==> config.mk <==
export PLATFORM = sky130hd
export DESIGN_NAME = wt_mem_req_arbiter
export DESIGN_NICKNAME = d
export VERILOG_FILES = /design/src/rtl/wt_mem_req_arbiter.sv
export SDC_FILE = /design/constraint.sdc
export NUM_CORES = 1
export LEC_CHECK = 0
export BUFFER_PORTS_ARGS = -buffer_cell sky130_fd_sc_hd__buf_2
export CAP_MARGIN = 20
export CELL_PAD_IN_SITES_DETAIL_PLACEMENT = 0
export CELL_PAD_IN_SITES_GLOBAL_PLACEMENT = 1
export CORE_AREA = 2 2 316 318
export CTS_BUF_LIST = sky130_fd_sc_hd__clkbuf_16
export CTS_CLUSTER_DIAMETER = 60
export CTS_CLUSTER_SIZE = 20
export DETAILED_ROUTE_END_ITERATION = 10
export DIE_AREA = 0 0 318 320
export PLACE_DENSITY = 0.42
export SLEW_MARGIN = 30
export SYNTH_ARGS = -nofsm -noshare
export SYNTH_HDL_FRONTEND = slang
export SYNTH_SLANG_ARGS = --single-unit
==> constraint.sdc <==
create_clock -name clk_i -period 4.4 [get_ports clk_i]
set_input_delay 0 -clock clk_i [delete_from_list [all_inputs] [get_ports clk_i]]
set_output_delay 0 -clock clk_i [all_outputs]
set_load 0.02 [all_outputs]
==> src/rtl/wt_mem_req_arbiter.sv <==
// Arbitrates N cache-side requestors onto one memory request port, tracks in-flight
// transactions per port and routes memory returns back by the port index in the ID.
module wt_mem_req_arbiter #(
   parameter int NumPorts       = 3,
   parameter int TxIdWidth      = 4,
   parameter int MaxOutstanding = 4,
   parameter int ReqWidth       = 128,
   parameter int RtrnWidth      = 128,
   parameter int RrArb          = 1,
   localparam int PW = (NumPorts > 1) ? $clog2(NumPorts) : 1,
   localparam int CW = $clog2(MaxOutstanding + 1)
) (
   input  logic                          clk_i,
   input  logic                          rst_ni,
   input  logic                          clr_i,
   input  logic [NumPorts-1:0]           port_req_i,
   output logic [NumPorts-1:0]           port_ack_o,
   input  logic [NumPorts*ReqWidth-1:0]  port_data_i,
   input  logic [NumPorts*TxIdWidth-1:0] port_tid_i,
   output logic [NumPorts-1:0]           port_rtrn_vld_o,
   output logic [RtrnWidth-1:0]          port_rtrn_o,
   output logic [TxIdWidth-1:0]          port_rtrn_tid_o,
   output logic                          mem_req_o,
   input  logic                          mem_ack_i,
   output logic [ReqWidth-1:0]           mem_data_o,
   output logic [PW+TxIdWidth-1:0]       mem_tid_o,
   input  logic                          mem_rtrn_vld_i,
   input  logic [RtrnWidth-1:0]          mem_rtrn_i,
   input  logic [PW+TxIdWidth-1:0]       mem_rtrn_tid_i,
   output logic                          busy_o,
   output logic                          err_o
);

   localparam logic [CW-1:0] MaxCnt = CW'(MaxOutstanding);

   logic [NumPorts-1:0][CW-1:0] cnt_q, cnt_d;
   logic [PW-1:0]               rr_ptr_q, rr_ptr_d;
   logic [PW-1:0]               lock_port_q, lock_port_d;
   logic                        lock_q, lock_d;
   logic                        err_q, err_d;

   logic [NumPorts-1:0]  elig;
   logic [PW-1:0]        arb_idx, gnt_idx, rtrn_idx;
   logic                 arb_vld, req_vld, ack;
   logic                 rtrn_hit, rtrn_ok, cnt_nz;
   logic [ReqWidth-1:0]  gnt_data;
   logic [TxIdWidth-1:0] gnt_tid;
   int                   arb_try;

   // The in-flight limit only gates new grants; a locked port is held regardless.
   always_comb begin
      elig    = '0;
      arb_idx = '0;
      arb_vld = 1'b0;
      arb_try = 0;
      for (int p = 0; p < NumPorts; p++) begin
         elig[p] = port_req_i[p] && (cnt_q[p] < MaxCnt);
      end
      for (int i = 0; i < NumPorts; i++) begin
         arb_try = (RrArb != 0) ? (int'(rr_ptr_q) + i) % NumPorts : i;
         if (!arb_vld && elig[arb_try]) begin
            arb_vld = 1'b1;
            arb_idx = PW'(arb_try);
         end
      end
   end

   assign gnt_idx  = lock_q ? lock_port_q : arb_idx;
   assign req_vld  = rst_ni && (arb_vld || lock_q);
   assign ack      = req_vld && mem_ack_i;
   assign rtrn_idx = mem_rtrn_tid_i[PW+TxIdWidth-1:TxIdWidth];
   assign rtrn_ok  = rst_ni && mem_rtrn_vld_i && rtrn_hit;

   // Index compares keep out-of-range port numbers from addressing anything.
   always_comb begin
      gnt_data = '0;
      gnt_tid  = '0;
      rtrn_hit = 1'b0;
      cnt_nz   = 1'b0;
      for (int p = 0; p < NumPorts; p++) begin
         if (gnt_idx == PW'(p)) begin
            gnt_data = port_data_i[p*ReqWidth +: ReqWidth];
            gnt_tid  = port_tid_i[p*TxIdWidth +: TxIdWidth];
         end
         if (rtrn_idx == PW'(p) && cnt_q[p] != '0) rtrn_hit = 1'b1;
         if (cnt_q[p] != '0) cnt_nz = 1'b1;
      end
   end

   always_comb begin
      port_ack_o      = '0;
      port_rtrn_vld_o = '0;
      for (int p = 0; p < NumPorts; p++) begin
         port_ack_o[p]      = ack && (gnt_idx == PW'(p));
         port_rtrn_vld_o[p] = rtrn_ok && (rtrn_idx == PW'(p));
      end
   end

   assign mem_req_o       = req_vld;
   assign mem_data_o      = rst_ni ? gnt_data : '0;
   assign mem_tid_o       = rst_ni ? {gnt_idx, gnt_tid} : '0;
   assign port_rtrn_o     = rst_ni ? mem_rtrn_i : '0;
   assign port_rtrn_tid_o = rst_ni ? mem_rtrn_tid_i[TxIdWidth-1:0] : '0;
   assign busy_o          = rst_ni && (cnt_nz || req_vld);
   assign err_o           = err_q;

   always_comb begin
      cnt_d       = cnt_q;
      rr_ptr_d    = rr_ptr_q;
      lock_d      = lock_q;
      lock_port_d = lock_port_q;
      err_d       = err_q || (mem_rtrn_vld_i && !rtrn_ok);
      for (int p = 0; p < NumPorts; p++) begin
         if (port_ack_o[p] && !port_rtrn_vld_o[p]) begin
            cnt_d[p] = cnt_q[p] + CW'(1);
         end else if (port_rtrn_vld_o[p] && !port_ack_o[p]) begin
            cnt_d[p] = cnt_q[p] - CW'(1);
         end
      end
      if (ack) begin
         lock_d = 1'b0;
         if (RrArb != 0) begin
            rr_ptr_d = (int'(gnt_idx) == NumPorts - 1) ? '0 : gnt_idx + PW'(1);
         end
      end else if (req_vld && !lock_q) begin
         lock_d      = 1'b1;
         lock_port_d = gnt_idx;
      end
      // Returns seen during a clear are still routed above but not counted.
      if (clr_i) begin
         cnt_d       = '0;
         rr_ptr_d    = '0;
         lock_d      = 1'b0;
         lock_port_d = '0;
         err_d       = 1'b0;
      end
   end

   always_ff @(posedge clk_i or negedge rst_ni) begin
      if (!rst_ni) begin
         cnt_q       <= '0;
         rr_ptr_q    <= '0;
         lock_q      <= 1'b0;
         lock_port_q <= '0;
         err_q       <= 1'b0;
      end else begin
         cnt_q       <= cnt_d;
         rr_ptr_q    <= rr_ptr_d;
         lock_q      <= lock_d;
         lock_port_q <= lock_port_d;
         err_q       <= err_d;
      end
   end

endmodule

# == Word level (Yosys, flattened, before mapping) ==
# Index checks and enable logic that the tools add are counted.
# W data, S select, Z words.
# totals
elab_cells,132
reg_bits,15
# classes
n_div,3
add_sub_neg,9
muxes,49
n_lt_le_gt_ge,6
n_reduce_logical,52
eq_ne,6
# op_table
operator,n
$mux W128,5
$lt A32 B4 Y1 const B,3
$mod A32 B3 Y32 const B,2
$mod A3 B3 Y32 const B,1
$logic_and A1 B1 Y1,27
$reduce_bool A3 Y1,7
$mux W2,10
$mux W1,19
$mux W3,6
$mux W4,4
$logic_not A1 Y1,10
$add A3 B1 Y3 const B,3
$lt A3 B3 Y1 const B,3
$mux W9,1
$sub A3 B1 Y3 const B,3
$bmux W1 S2,3
$eq A2 B2 Y1 const B,3
$mux W6,1
$eq A2 B1 Y1 const B,2
$logic_not A2 Y1,2
$reduce_bool A2 Y1,2
$add A2 B1 Y3 const B,1
$add A2 B2 Y3 const B,1
$logic_or A1 B1 Y1,3
other kinds (3),3

# == Logic depth before layout (Yosys ltp) ==
# Gate-level depths: netlist (run 1).
# logic_depth
word_depth,21
depth_mapped,15
depth_no_buf,12

# == Worst setup path after synthesis (run 1) ==
# Ideal clock, no wire load.
# synth_path
path_kind,register to register
start,register rr_ptr_q[0]
end,register cnt_q[8] (netlist name)
required_time_ns,4.275
slack_ns,1.391
synth_period_minus_slack_ns,3.009
arrival_ns,2.884
path_buffers,3
stages_incl_launch_ff,14
path_cell_list,dfrtp_1 > inv_1 > ha_1 > clkbuf_2 > maj3_2 > o2111ai_2 > nand2_2 > buf_2 > clkbuf_1 > nor4_1 > fa_1 > nor2_1 > mux2i_1 > mux2_2
# synth_between
elab_chain_len,18
elab_cells_between_ends,36
cone_classes,2 x add/sub; 3 x div; 1 x eq/ne; 18 x mux; 12 x reduce/logical
# synth_lines
item,line_no,source
start: declaration,37,"logic [PW-1:0] rr_ptr_q, rr_ptr_d;"
start signal: assignment,148,rr_ptr_q <= rr_ptr_d;
branches (longest 14 deep; another with $mod A32 B3 Y32),n/a,
$logic_and A1 B1 Y1 (*),94,port_ack_o[p] = ack && (gnt_idx == PW'(p));
$logic_and A1 B1 Y1 or $logic_not A1 Y1 (tied branches),"114, 116",
$mux W3 or $logic_and A1 B1 Y1 (tied branches),"114, 116",
$mux W9 or $reduce_bool A3 Y1 (tied branches),n/a,
end signal: assignment,147,cnt_q <= cnt_d;
end: declaration,36,"logic [NumPorts-1:0][CW-1:0] cnt_q, cnt_d;"
# Mark *: on every way between the ends. The select of a mux whose other input is x is not followed.
# A chain may end at the register's enable or synchronous reset.

# == Worst setup path in the final report (run 1) ==
# layout_path
start,register rr_ptr_q[0]
end,output mem_data_o[7]
# layout_between
elab_chain_len,17
elab_cells_between_ends,31
cone_classes,2 x add/sub; 3 x div; 2 x eq/ne; 19 x mux; 5 x reduce/logical
# layout_lines
item,line_no,source
branches (longest 10 deep; another with $mod A32 B3 Y32),n/a,
$mux W2 (*),61,if (!arb_vld && elig[arb_try]) begin
$mux W2 (*),68,assign gnt_idx = lock_q ? lock_port_q : arb_idx;
$logic_not A2 Y1,81,if (gnt_idx == PW'(p)) begin
$mux W128 (2 in a row),81,
$mux W128 (*),81,
$mux W128 (*),100,assign mem_data_o = rst_ni ? gnt_data : '0;
end: declaration,25,"output logic [ReqWidth-1:0] mem_data_o,"
# Marks and branches as above.

==> flow_summary.yaml, run 1 <==
global_route:
  grt_max_degree: 133
  gr-usage-all-layers_pct: 14.2
  grt_pass1_wl_um: 96700
  antenna_found_initial: 106
  grt_overflow: 0
  grt_pass1_vias: 9622
setup_path:
  path_delay_family: "multiplexers"
  slowest_stage: "mux2i_1"
  reg2reg_setup_slack_ns: 1.08
  end_kind: "output port"
  max_stage_delay_ns: 0.76
  crit_fanout: 51
  arrival_ns: 3.79
  crit_required_ns: 4.40
  crit_type: "register to output port"
  start_kind: "register"
  cp.buffers_inverters: 3
  crit_chain: "inv_1 > ha_1 > nand2_1 > a21oi_1 > o22ai_1 > and2_4 > buf_12 > mux2i_1 > o21ai_0 > and2_1 > buf_2"
routing:
  wire_per_inst_um: 26.0
  wirelength_um: 76100
  vias: 9518
  ant_nets: 0
  via_per_inst: 3.26
  firstDrtPassIters: 4
  drcViolationCount: 0
  drt_iter0_drc: 335
power_and_ir_drop:
  switching_share_pct: 56.4
  p_leak_uw: 0.00558
  p_seq_share_pct: 7.0
  ir_worst_vdd_v: 0.000132
  power.switching_uw: 1260
  clkPwrFrac_pct: 8.7
  power.density_mw_per_mm2: 198
  p_int_uw: 977
  power_frac_comb_pct: 84.3
floorplanning:
  die_area_mm2: 0.102
  ios: 813
  start_util_pct: 5.81
  die_h_um: 320
  rows: 115
  core_mm2: 0.0980
  die_w_um: 318
layout:
  drive_gt1_share_pct: 52.2
  multi_input_area_mm2: 0.00497
  seqCellArea_um2: 375
  synthToLayoutAreaGrowth_pct: 98.6
  nFillCells: 11700
  nNetsFinal: 2170
cts:
  cts.sinks: 15
  hold_buffers: 1
  post-cts-setup-buffers: 0
  cts_tree: "built"
  cts.clk_slew.worst_paths_ns: 0.06
  ctsResizeCount: 0
  cts-root-buf: "clkbuf_16"
  cts_buffers: 3
  cts_max_path_buffers: 2
  htree_levels: 1
  insertion_delay_ns: 0.26
sta:
  timing_worst_slew_pin_value_ns: 0.841
  holdWs_ns: 0.0217
  fmax_mhz: 264
  setup_tns_ns: 0
  setup_viol: 0
  finalHoldViolCount: 0
  fin_skew_ns: 0.00735
  period_minus_slack_ns: 3.79
  maxSlewHeadroom_pct: 42.4
  min_period_over_period_pct: 86.2
  rsz0062_at_grt: "false"
  slew_viol_final: 0
synth:
  syn_avg_cell_area_um2: 6.50
  ys.flop_type: "dfrtp_1"
  synth_cell_types: 48
  yosys_warnings: 0
  synth-edff-count: 0
  synthCells: 876
  synth_seq_cells: 15
  async_reset_ff_share_pct: 100
  ys_seq_area_share_pct: 6.59
  syn-cell-area_mm2: 0.00570
  syn-num-nets: 1419
run_status:
  status: "finished, final reports clean"
placed_design:
  hpwl_um: 68800
  gp_congestion: 0.833
  io_buffers: 812
worst_hold_path:
  hold_class: "input pin to register"
job:
  cap_violations: 0
[power groups by stage]
stage	registers (uW)	clock network, uW	logic (uW)
floorplan	156	0	1030
global placement	159	0	1950
detailed placement	159	0	1960
CTS	157	198	1960
global route	159	203	2070
finish	157	194	1890
[cell families after synthesis]
| group | share of synthesized area (%) |
|---|---|
| AOI/OAI and AO/OA | 15.4 |
| xor gates and xnor gates | 0.461 |
| adders and majority gates | 1.69 |
| buffers and inverters | 6.72 |
| DFF | 6.59 |
| muxes | 25.9 |
| and+or+nand+nor | 43.3 |
[placed cells by master, fill, tap and decap left out, types with 2 or more instances in the layout]
cell type / count
a211oi_1: 2
a21o_1: 2
a21oi_1: 5
and2_1: 268
buf_12: 3
buf_2: 811
buf_4: 8
clkbuf_16: 3
dfrtp_1: 15
diode_2: 9
fa_1: 3
ha_1: 2
inv_1: 13
mux2_1: 5
mux2_2: 5
mux2i_1: 133
mux2i_2: 3
nand2_1: 141
nand2b_1: 2
nand2b_4: 2
nand3_1: 2
nor2_1: 25
nor2b_1: 4
nor3_1: 4
nor4_1: 2
o211ai_1: 2
o21ai_0: 134
xnor2_1: 2
[stage by stage]
stage	setup WS [ns]	instance area [um^2]	std cells	power, uW	utilization (%)
after detailed placement	0.726	11200	2908	2110	11.4
after global placement	0.532	11200	2908	2110	11.4
final	0.608	11300	2922	2240	11.5
after floorplan	1.39	5700	876	1190	-
after global routing	0.269	11300	2914	2430	11.5
after CTS	0.443	11300	2913	2320	11.5
[worst paths after layout]
path                                 from             end  depth (start not counted)
setup / recovery              rr_ptr_q[0]   mem_data_o[7]                         11
hold / removal             mem_rtrn_vld_i           err_o                          3
setup reg to reg              rr_ptr_q[0]        cnt_q[2]                         12
hold reg to reg                     err_o           err_o                          2
max in group asynchronous          rst_ni  lock_port_q[1]                          3
min in group asynchronous          rst_ni        cnt_q[2]                          2
[synth_stat cells, types with 2 or more instances]
master | n | area, um^2
mux2_2 | 5 | 56.3
buf_2 | 14 | 70.1
nor4_1 | 2 | 12.5
a211oi_1 | 2 | 15.0
nand3_1 | 2 | 10.0
mux2_1 | 5 | 56.3
a21oi_1 | 5 | 25.0
buf_4 | 5 | 37.5
nor2_1 | 25 | 93.8
and2_1 | 269 | 1680
nor2b_1 | 4 | 25.0
xnor2_1 | 2 | 17.5
nand2_1 | 141 | 529
nand2b_1 | 2 | 12.5
clkbuf_1 | 46 | 173
inv_1 | 13 | 48.8
nand2b_4 | 2 | 27.5
a21o_1 | 2 | 15.0
fa_1 | 3 | 60.1
o211ai_1 | 2 | 15.0
buf_1 | 12 | 45.0
ha_1 | 2 | 25.0
o21ai_0 | 134 | 671
mux2i_1 | 136 | 1360
nor3_1 | 4 | 20.0
dfrtp_1 | 15 | 375
[state kept, by name, summed over array words and instances, names as in the netlist]
signal,flops
lock_port_q,2
err_o,1
lock_q,1
rr_ptr_q,2
cnt_q,9
[area by class of cell]
cell class | count | area share (%)
Antenna cell | 9 | 0.199
Clock buffer | 3 | 0.664
Clock inverter | 1 | 0.0442
Inverter | 14 | 0.464
Multi-Input combinational cell | 769 | 43.9
Sequential cell | 15 | 3.32
Tap cell | 1287 | 14.2
Timing Repair Buffer | 824 | 37.1
[worst register-to-register path: stages, from the launching register on]
cell and delay (ns):
dfrtp_1 0.37, inv_1 0.05, ha_1 0.40, nand2_1 0.13
a21oi_1 0.07, o22ai_1 0.39, and2_4 0.39, or3_1 0.28
nor2_1 0.09, fa_1 0.40, and2_1 0.15, mux2i_1 0.14
mux2_1 0.33
[layer usage]
metal / up-vias / track usage [%] / share of wire, %
met4: 94 / 1.34 / 2.0
met2: 548 / 27.6 / 52
met5: - / 0 / 0.81
li1: 4404 / - / -
met1: 4306 / 14.8 / 36
met3: 166 / 5.48 / 9.0
(Power assumes the default switching activity.)
==> run 2, diff against run 1 <==
PLACE_DENSITY = default   (was 0.42)
PLACE_DENSITY_LB_ADDON = 0.15   (was default)
==> run 2 against run 1 <==
  * Routed wire length decreased by 19%
  * Count of clock-buffer cells in the layout is the same
  * Global-route usage shrank 2.8 points
  * Design area increased by 0.39%
  * Core utilization about the same
  * Register-to-register slack improved by 0.07 ns
  * Total power is 3.5% lower
  * Hold slack lost 0.017 ns
  * Via count fell by 1.5%
  * Critical endpoint is now mem_tid_o[0]
  * Largest power group unchanged
  * Highest routed layer unchanged
==> flow_summary.yaml, run 2 (synthesis gave the netlist of run 1 again) <==
sta:
  slew_viol_final: 0
  finalHoldViolCount: 0
  min_period_over_period_pct: 80.5
  timing_worst_slew_pin_value_ns: 0.908
  setup_tns_ns: 0
  rsz0062_at_grt: "false"
  setup_viol: 0
  period_minus_slack_ns: 3.54
  fmax_mhz: 282
  maxSlewHeadroom_pct: 39.5
  holdWs_ns: 0.00430
  fin_skew_ns: 0.00199
layout:
  reg_top3: "cnt_q x9, lock_port_q x2, rr_ptr_q x2"
  fin_area_mm2: 0.0114
  drive_gt1_share_pct: 52.1
  final_common_cell: "buf_2"
  mostFrequentLayoutCells: "buf_2, and2_1, nand2_1, mux2i_1, o21ai_0"
  seqCellArea_um2: 375
  multi_input_area_mm2: 0.00495
  nFillCells: 11600
  nNetsFinal: 2176
  top_register: "cnt_q"
  synthToLayoutAreaGrowth_pct: 99.4
  final_util_pct: 11.6
  largest_register_ffs: 9
floorplanning:
  die_w_um: 318
  die_h_um: 320
  rows: 115
  start_util_pct: 5.81
  die_area_mm2: 0.102
  ios: 813
  core_mm2: 0.0980
setup_path:
  arrival_ns: 3.54
  crit_type: "register to output port"
  start_kind: "register"
  crit_required_ns: 4.40
  end_kind: "output port"
  startpoint: "rr_ptr_q[0]"
  crit_fanout: 106
  r2r-start: "rr_ptr_q[0]"
routing:
  via_per_inst: 3.20
  drt_iter0_drc: 269
  wirelength_um: 61500
  ant_nets: 0
  vias: 9372
  wire_per_inst_um: 21.0
  firstDrtPassIters: 4
  drcViolationCount: 0
global_route:
  grt_overflow: 0
  grt_max_degree: 133
  antenna_found_initial: 47
  grt_pass1_wl_um: 82700
  gr-usage-all-layers_pct: 11.4
  grt_pass1_vias: 9874
power_and_ir_drop:
  p_leak_uw: 0.00562
  power.density_mw_per_mm2: 190
  ir_worst_vdd_v: 0.0000921
cts:
  post-cts-setup-buffers: 0
  cts_tree: "built"
  insertion_delay_ns: 0.25
  cts_buffers: 3
  cts.clk_slew.worst_paths_ns: 0.05
  cts.sinks: 15
  cts-root-buf: "clkbuf_16"
  htree_levels: 1
  cts_max_path_buffers: 2
placed_design:
  dpl_cell_area_mm2: 0.0112
  io_buffers: 812
  hpwl_um: 54100
  gp_congestion: 0.909
worst_hold_path:
  worstHoldStart: "mem_rtrn_vld_i"
  hold_class: "input pin to register"
job:
  cap_violations: 0
run_status:
  status: "finished, final reports clean"
run 2: cell types whose count changed in the layout (fill, tap and decap cells not counted), sizes merged:
cell | before | now
buf | 822 | 829
clkbuf | 4 | 3
clkinv | 1 | 0
diode | 9 | 10
inv | 14 | 15
run 2: where the power goes:
group / leakage, uW / total [uW] / switching, uW / internal, uW
clock: 0.0000424 / 188 / 67.2 / 121
sequential: 0.000205 / 157 / 8.41 / 148
combinational: 0.00537 / 1820 / 1100 / 720
total: 0.00562 / 2160 / 1170 / 989
run 2: per-stage QoR:
step / power (uW) / instances / setup WS [ns]
floorplan: 1190 / 876 / 1.39
finish: 2160 / 2929 / 0.858
detailed placement: 2020 / 2913 / 1.11
global placement: 2020 / 2913 / 0.981
global route: 2340 / 2925 / 0.694
CTS: 2220 / 2918 / 0.980
run 2: repair_timing:
item	CTS	global route
gates resized for setup	0	0
endpoints found under the hold margin	7	0
hold buffers	1	0
run 2: worst max-delay path, cell delays in order (launching register included):
cell     delay (ns)
dfrtp_1        0.37
inv_1          0.05
ha_1           0.43
nand2_1        0.13
a21oi_1        0.16
o22ai_1        0.11
buf_4          0.17
a22oi_2        0.23
buf_12         0.22
buf_16         0.31
nand2_1        0.19
o21ai_0        0.16
and2_1         0.18
buf_2          0.19
run 2: metal layers:
layer | track usage, % | part of all wire (%) | up-vias
li1 | - | - | 4421
met2 | 24.3 | 58 | 510
met4 | 0.910 | 1.2 | 38
met1 | 10.3 | 31 | 4315
met3 | 4.20 | 9.1 | 88
met5 | 0 | 0.38 | -
run 2: final cells by class:
type                    instances  area share (%)
diodes                         10           0.220
clock buffers                   3           0.661
clock inverters                 1          0.0331
inverters                      14           0.463
multi-input cells             769            43.6
flip-flops and latches         15            3.31
well taps                    1287            14.2
repair buffers                830            37.6
run 2: path summary, 6_finish.rpt:
kind | slack [ns] | to | cells past startpoint
worst min register to register | 0.49 | err_o | 2
max in group asynchronous | 3.34 | lock_port_q[1] | 3
worst max register to register | 1.15 | cnt_q[2] | 13
min in group asynchronous | 0.12 | err_o | 2
worst min-delay path | 0.004 | err_o | 3
worst max-delay path | 0.86 | mem_tid_o[0] | 13
